**config.mk**
```make
export PLATFORM = sky130hd
export DESIGN_NAME = rgmii_tx_ctrl
export DESIGN_NICKNAME = d
export VERILOG_FILES = /design/src/rtl/rgmii_tx_ctrl.sv
export SDC_FILE = /design/constraint.sdc
export NUM_CORES = 1
export LEC_CHECK = 0
export BUFFER_PORTS_ARGS = -buffer_cell sky130_fd_sc_hd__buf_2
export CAP_MARGIN = 5
export CORE_MARGIN = 8
export CORE_UTILIZATION = 55
export DETAILED_ROUTE_END_ITERATION = 8
export GPL_TIMING_DRIVEN = 0
export PLACE_DENSITY = 0.75
export SLEW_MARGIN = 20
export SYNTH_ARGS = -nofsm -noshare
export SYNTH_HDL_FRONTEND = slang
export SYNTH_SLANG_ARGS = --single-unit
export TNS_END_PERCENT = 30
```
**constraint.sdc**
```tcl
create_clock -name phy_clk -period 2.25 [get_ports phy_clk]
set_input_delay 0.225 -clock phy_clk [delete_from_list [all_inputs] [get_ports phy_clk]]
set_output_delay 0.225 -clock phy_clk [all_outputs]
set_load 0.005 [all_outputs]
```
**src/rtl/rgmii_tx_ctrl.sv**
```systemverilog
`default_nettype none
// ============================================================================
// Module   : rgmii_tx_ctrl
// Brief    : Byte-stream to RGMII SDR-nibble framer: preamble/SFD, pad, FCS, IFG
// Revision : 1.0 - initial release
// ============================================================================
module rgmii_tx_ctrl #(
    parameter int MIN_FRAME  = 60,
    parameter int IFG_CYCLES = 12
) (
    input  logic       phy_clk,
    input  logic       phy_rst_n,
    input  logic [7:0] s_tdata,
    input  logic       s_tvalid,
    input  logic       s_tlast,
    output logic       s_tready,
    output logic [3:0] txd_d1,
    output logic [3:0] txd_d2,
    output logic       tx_ctl_d1,
    output logic       tx_ctl_d2,
    output logic       tx_busy,
    output logic       underflow
);

    typedef enum logic [2:0] {
        ST_IDLE, ST_PREAMBLE, ST_SFD, ST_DATA, ST_PAD, ST_FCS, ST_DROP, ST_IFG
    } state_t;

    localparam logic [15:0] MIN_LEN  = 16'(MIN_FRAME);
    localparam logic [15:0] IFG_LAST = 16'(IFG_CYCLES - 1);
    localparam logic [15:0] PRE_LAST = 16'd6;
    localparam logic [15:0] FCS_LAST = 16'd3;

    state_t      state_q, state_d;
    logic [15:0] timer_q, timer_d;
    logic [15:0] count_q, count_d;
    logic [31:0] crc_q, crc_d;
    logic [7:0]  txd_q, txd_d;
    logic        ctl1_q, ctl1_d;
    logic        ctl2_q, ctl2_d;
    logic        busy_q;
    logic        underflow_q, underflow_d;
    logic [15:0] count_inc;
    logic [31:0] fcs_word;
    logic [7:0]  fcs_byte;

    function automatic logic [31:0] crc32_byte(input logic [31:0] crc, input logic [7:0] data);
        logic [31:0] c;
        c = crc ^ {24'd0, data};
        for (int i = 0; i < 8; i++) begin
            c = c[0] ? ((c >> 1) ^ 32'hEDB8_8320) : (c >> 1);
        end
        return c;
    endfunction

    assign count_inc = (count_q == 16'hFFFF) ? count_q : count_q + 16'd1;
    assign fcs_word  = ~crc_q;
    assign s_tready  = (state_q == ST_DATA) || (state_q == ST_DROP);

    always_comb begin
        fcs_byte = fcs_word[7:0];
        case (timer_q[1:0])
            2'd1:    fcs_byte = fcs_word[15:8];
            2'd2:    fcs_byte = fcs_word[23:16];
            2'd3:    fcs_byte = fcs_word[31:24];
            default: fcs_byte = fcs_word[7:0];
        endcase
    end

    // Timer restarts from zero on every state change; states that dwell bump it.
    always_comb begin
        state_d     = state_q;
        timer_d     = '0;
        count_d     = count_q;
        crc_d       = crc_q;
        txd_d       = 8'h00;
        ctl1_d      = 1'b0;
        ctl2_d      = 1'b0;
        underflow_d = 1'b0;
        case (state_q)
            ST_IDLE: begin
                count_d = '0;
                crc_d   = 32'hFFFF_FFFF;
                if (s_tvalid) state_d = ST_PREAMBLE;
            end
            ST_PREAMBLE: begin
                txd_d  = 8'h55;
                ctl1_d = 1'b1;
                ctl2_d = 1'b1;
                if (timer_q == PRE_LAST) state_d = ST_SFD;
                else                     timer_d = timer_q + 16'd1;
            end
            ST_SFD: begin
                txd_d   = 8'hD5;
                ctl1_d  = 1'b1;
                ctl2_d  = 1'b1;
                state_d = ST_DATA;
            end
            ST_DATA: begin
                if (s_tvalid) begin
                    txd_d   = s_tdata;
                    ctl1_d  = 1'b1;
                    ctl2_d  = 1'b1;
                    crc_d   = crc32_byte(crc_q, s_tdata);
                    count_d = count_inc;
                    if (s_tlast) state_d = (count_inc < MIN_LEN) ? ST_PAD : ST_FCS;
                end else begin
                    // TX_ER with TX_EN: ctl_d2 = EN xor ER drops low
                    ctl1_d      = 1'b1;
                    underflow_d = 1'b1;
                    state_d     = ST_DROP;
                end
            end
            ST_PAD: begin
                ctl1_d  = 1'b1;
                ctl2_d  = 1'b1;
                crc_d   = crc32_byte(crc_q, 8'h00);
                count_d = count_inc;
                if (count_inc >= MIN_LEN) state_d = ST_FCS;
            end
            ST_FCS: begin
                txd_d  = fcs_byte;
                ctl1_d = 1'b1;
                ctl2_d = 1'b1;
                if (timer_q == FCS_LAST) state_d = ST_IFG;
                else                     timer_d = timer_q + 16'd1;
            end
            ST_DROP: begin
                if (s_tvalid && s_tlast) state_d = ST_IFG;
            end
            ST_IFG: begin
                if (timer_q == IFG_LAST) state_d = ST_IDLE;
                else                     timer_d = timer_q + 16'd1;
            end
            default: state_d = ST_IDLE;
        endcase
    end

    always_ff @(posedge phy_clk or negedge phy_rst_n) begin
        if (!phy_rst_n) begin
            state_q     <= ST_IDLE;
            timer_q     <= '0;
            count_q     <= '0;
            crc_q       <= 32'hFFFF_FFFF;
            txd_q       <= '0;
            ctl1_q      <= 1'b0;
            ctl2_q      <= 1'b0;
            busy_q      <= 1'b0;
            underflow_q <= 1'b0;
        end else begin
            state_q     <= state_d;
            timer_q     <= timer_d;
            count_q     <= count_d;
            crc_q       <= crc_d;
            txd_q       <= txd_d;
            ctl1_q      <= ctl1_d;
            ctl2_q      <= ctl2_d;
            busy_q      <= (state_d != ST_IDLE);
            underflow_q <= underflow_d;
        end
    end

    assign txd_d1    = txd_q[3:0];
    assign txd_d2    = txd_q[7:4];
    assign tx_ctl_d1 = ctl1_q;
    assign tx_ctl_d2 = ctl2_q;
    assign tx_busy   = busy_q;
    assign underflow = underflow_q;

endmodule
`default_nettype wire
```
==> Word-level counts from Yosys, hierarchy flattened <==
Index checks and enable logic that the tools add are counted.
{ "op_classes": {"muxes": 43, "n_bitwise": 18, "add_sub_neg": 2, "div_mod_pow": 0, "n_reduce_logical": 8, "eq_ne": 15, "n_lt_le_gt_ge": 2, "shift": 0, "mul": 0} }
{ "op_table": {"columns": ["cell", "count"], "rows": [
  ["$mux 32", 17],
  ["$not 13->14", 16],
  ["$pmux 16 s3", 2],
  ["$pmux 32 s3", 1],
  ["$mux 16", 5],
  ["$add 16x1->16 const B", 2],
  ["$not 32->32", 1],
  ["$pmux 8 s4", 1],
  ["$xor 32x8->32", 1],
  ["$mux 3", 8],
  ["$pmux 3 s8", 1],
  ["$pmux 8 s3", 1],
  ["$eq 16x16->1 const B", 1],
  ["$eq 16x2->1 const B", 1],
  ["$eq 16x3->1 const B", 1],
  ["$eq 16x4->1 const B", 1],
  ["$ge 16x6->1 const B", 1],
  ["$lt 16x6->1 const B", 1],
  ["$eq 3x3->1 const B", 4],
  ["$mux 8", 1],
  ["$eq 3x2->1 const B", 2],
  ["$reduce_bool 3->1", 2],
  ["$mux 1", 5],
  ["$reduce_or 5->1", 1],
  ["10 further kinds", 11]
]} }
{ "totals": {"word_cells": 97, "rom_bits": 0, "mem_count": 0, "out_inout_bits": 13, "latchBits": 0, "register_bits": 79, "mem_bits_rw": 0, "input_bits": 12} }

==> Longest topological paths before layout <==
{ "logic_depth": {"ltp_word": 19, "ltp_mapped": 9, "mapped_depth_nobuf": 8} }

==> Worst setup path before layout <==
No wires, ideal clock.
{ "synth_timing": {"path_type": "register -> register", "from": "register crc_q[3]", "to": "register crc_q[23]", "synth_period_minus_slack_ns": 2.194, "stages_incl_launch_ff": 8, "setup_ns": 0.077, "n_path_buf": 1, "setup_slack_ns": 0.056, "t_arrival_ns": 2.117, "t_required_ns": 2.173, "cell_sequence": "dfstp_2 -> buf_6 -> xnor2_4 -> xor3_2 -> xnor3_1 -> o22a_1 -> mux2i_1 -> nor2_1"} }
{ "synth_via": {"elab_chain_cells": 14, "word_cells_on_any_way": 25, "cone_classes": "mux: 18; bitwise: 7"} }
{ "synth_lines": {"columns": ["element", "line", "rtl"], "rows": [
  ["from (decl)", "37", "logic [31:0] crc_q, crc_d;"],
  ["from (signal assigned)", "154", "crc_q <= crc_d;"],
  ["$xor 32x8->32", "49", "c = crc ^ {24'd0, data};"],
  ["$mux 32 (4 in series)", "51", "c = c[0] ? ((c >> 1) ^ 32'hEDB8_8320) : (c >> 1);"],
  ["$not 13->14 (no source line)", null, null],
  ["$mux 32 (2 in series)", "51", null],
  ["$not 13->14 (no source line)", null, null],
  ["$mux 32", "51", null],
  ["$not 13->14 (no source line)", null, null],
  ["$mux 32", "51", null],
  ["$mux 32", "100", "if (s_tvalid) begin"],
  ["$pmux 32 s3 (*)", "80", "case (state_q)"]
]} }
Mark *: on every way between the ends. The rest lies on a longest branch, timed or not. The select of a mux whose other input is x is not followed.
A chain may end at the register's enable or synchronous reset.

==> Worst setup path in the final report <==
{ "layout_timing": {"from": "register state_q[2]", "to": "register crc_q[8]"} }
{ "layout_via": {"elab_chain_cells": 3, "word_cells_on_any_way": 7, "cone_classes": "eq/ne: 3; mux: 1; reduce/logical: 3"} }
{ "layout_lines": {"columns": ["element", "line", "rtl"], "rows": [
  ["from (decl)", "34", "state_t state_q, state_d;"],
  ["from (signal assigned)", "151", "state_q <= state_d;"],
  ["$eq 3x2->1 (tied with other cells)", "80", null],
  ["$ne 2x2->1 (no source line) / $reduce_bool 3->1 (equally long branches)", null, null],
  ["$reduce_and 2->1 (no source line)", null, null]
]} }
Several ways; a longest one is shown, not always the timed one.

==> out/metrics.cfg <==
[worst_setup_path]
path_class=register to register
cp_max_fo=10
r2r_end=crc_q[8]
cp_data_required_time_ns=2.56
endpoint_kind=register
worst_ep_arrival_time_ns=2.55
crit_path_start_kind=register
reg2reg_setup_slack_ns=0.008
r2r-start=state_q[2]
ff2ff_path_depth=7

[status]
status=finished, final reports clean

[final_layout]
final_area_mm2=0.00680
fillers=843
nNetsFinal=718
regArea_mm2=0.00203
multi_input_area_mm2=0.00387
area_delta_synth_final_pct=16.2
antenna_cells=0
final_layout_size_suffix_gt1_frac=0.229
instances_no_fill=842

[floorplan]
initial_core_util=0.566
die-area_mm2=0.0142
die_h_um=119
pin_count=25
rows=37
coreArea_mm2=0.0103
dieWidth_um=119

[timing]
fin_crit_sh=0.996
slew_headroom=0.520
worst_clock_skew_ns=0.0147
finalMaxSlewViolations=0
finalSetupViolCount=0
fin_crit_ns=2.24
worst_pin_slew_ns=0.716
hold_viol=0
max_freq_mhz=446
rsz0062_at_grt=true

[logic_synthesis]
syn-num-nets=671
synth_ff_type=dfrtp_1
ys_warn_count=0
synth_cells=654
synth.distinct_cells=72
yosysTopAreaCell=dfrtp_1
yosysSeqAreaShare=0.345
avgSynthCellArea_um2=8.94
synthTopCellsByArea=dfrtp_1 20%, dfstp_2 14%, xnor2_1 12%
synth-edff-count=0
synth_top_area_share=0.201
synth_seq_cells=79
ys_async_sr_fraction=1.00
syn_area_mm2=0.00585

[clocking]
max-clock-path-buffers=2
cts_buffers=9
htreeDepth=3
path_clk_slew_ns=0.09
cts_tree=built
cts-root-buf=clkbuf_8
clock-sinks=79
clk_latency_ns=0.38

[power_and_ir_drop]
power.leakage_nw=2.78
vdd_drop_max_mv=0.915
power_density_mw_per_mm2=1710
power_mw=11.6

[place]
gp_congestion=0.935
placed_cell_area_mm2=0.00616
dp.cells=815
place_hpwl_um=11900
portBuffers=24

[route]
dr.pass1.iters=5
drc_errors=0
drtIter0Drc=464
drt-total-wl_um=17500
viasPerCell=6.38
vias=5371
wl_per_cell_um=20.8
ant_nets=0

[job]
max_cap_violations=0

[grt]
grt_pass1_wl_um=27600
gr-total-overflow=0
grt_max_degree=46
gr-usage-all-layers=0.240
first_global_vias=5342
antenna_found_initial=0

[hold_path]
min_path_type=input port to register
hold-path-endpoint=txd_q[1]
min-delay-start=s_tdata[1]
hold_path_depth=3

## cell usage after synthesis (all sizes together), types with 12 or more instances
| master | number |
|---|---|
| a21oi | 53 |
| nand2 | 51 |
| xor2 | 45 |
| dfrtp | 47 |
| inv | 16 |
| clkbuf | 29 |
| buf | 12 |
| dfstp | 32 |
| xnor2 | 87 |
| o21ai | 42 |
| nor2 | 77 |
| nand3 | 18 |
## cell usage in the layout, fill, tap and decap left out, types with 11 or more instances in the layout
cell type / instances
nor2_1: 76
xnor2_1: 75
a21oi_1: 52
nand2_1: 49
dfrtp_1: 44
o21ai_0: 40
xor2_1: 40
buf_2: 32
dfstp_2: 30
buf_4: 17
inv_1: 16
nand3_1: 16
o22ai_1: 11
clkbuf_1: 11
## logic make-up (layout without fill, tap and decap cells)
| group | after synthesis | in the layout | synth area share |
|---|---|---|---|
| fa+ha+maj | 5 | 5 | 0.0107 |
| compound gates | 170 | 170 | 0.188 |
| flops | 79 | 79 | 0.345 |
| xor+xnor | 136 | 136 | 0.241 |
| buf+inv | 57 | 109 | 0.0417 |
| simple gates | 203 | 203 | 0.167 |
| mux | 4 | 4 | 0.00706 |
## stage by stage
step	hold slack (ns)	setup WS (ns)	utilization	setup TNS (ns)
after floorplan	-0.0706	0.0563	-	0
after global routing	0.187	-0.0817	0.658	-0.447
final	0.176	0.00815	0.658	0
after global placement	0.479	-0.628	0.594	-15.42
after detailed placement	0.217	-0.609	0.597	-15.76
after CTS	0.170	-0.0639	0.639	-0.151
## critical path, stage by stage, from the launching register on
cell,delay (ns)
dfrtp_1,0.46
and3b_1,0.23
buf_2,0.27
and2_0,0.35
clkbuf_1,0.53
a21oi_1,0.09
a21oi_1,0.18
nor2_1,0.06
## flip-flops by register name (all words and copies together) (netlist names)
signal / flops
timer_q: 16
state_q: 3
underflow: 1
txd_q: 8
tx_busy: 1
tx_ctl_d1: 1
count_q: 16
crc_q: 32
tx_ctl_d2: 1
## where the power goes
group | leakage, nW | total, mW | internal, mW | switching, mW
clock | 0.102 | 1.14 | 0.528 | 0.610
sequential | 0.966 | 2.55 | 2.06 | 0.491
combinational | 1.71 | 7.95 | 3.56 | 4.39
total | 2.78 | 11.6 | 6.15 | 5.49
## what timing repair did
| item | in CTS | in global routing |
|---|---|---|
| pin swaps | 5 | 14 |
| endpoints found under the hold margin | 11 | 0 |
| hold buffers | 1 | 0 |
| setup endpoints to repair | 56 | 54 |
| buffers inserted | 5 | 11 |
| resized for setup | 37 | 33 |
## how the worst max path moves through the flow
stage                              to  startpoint  cells past startpoint  slack [ns]
final                        crc_q[8]  state_q[2]                      7       0.008
after global routing         crc_q[8]  state_q[2]                      7       -0.08
after detailed placement  count_q[13]  state_q[2]                      8       -0.61
after floorplan             crc_q[23]    crc_q[3]                      7        0.06
after CTS                   crc_q[19]    crc_q[3]                      7       -0.06
after global placement    count_q[13]  state_q[2]                      8       -0.63
## routing by layer
layer | GRT usage | vias up | wire length (um)
li1 | - | 2385 | -
met1 | 0.290 | 2572 | 6510
met2 | 0.390 | 324 | 8380
met3 | 0.0515 | 90 | 1620
met4 | 0.134 | 0 | 1020
met5 | 0 | - | 0
## final cells by class
class | instances | area share
multi-input combinational | 518 | 0.570
sequential | 79 | 0.298
timing repair buffer | 42 | 0.0401
buffer | 35 | 0.0273
tap | 136 | 0.0250
clock buffer | 9 | 0.0182
clock inverter | 7 | 0.0118
inverter | 16 | 0.00884
(Power assumes the default switching activity.)
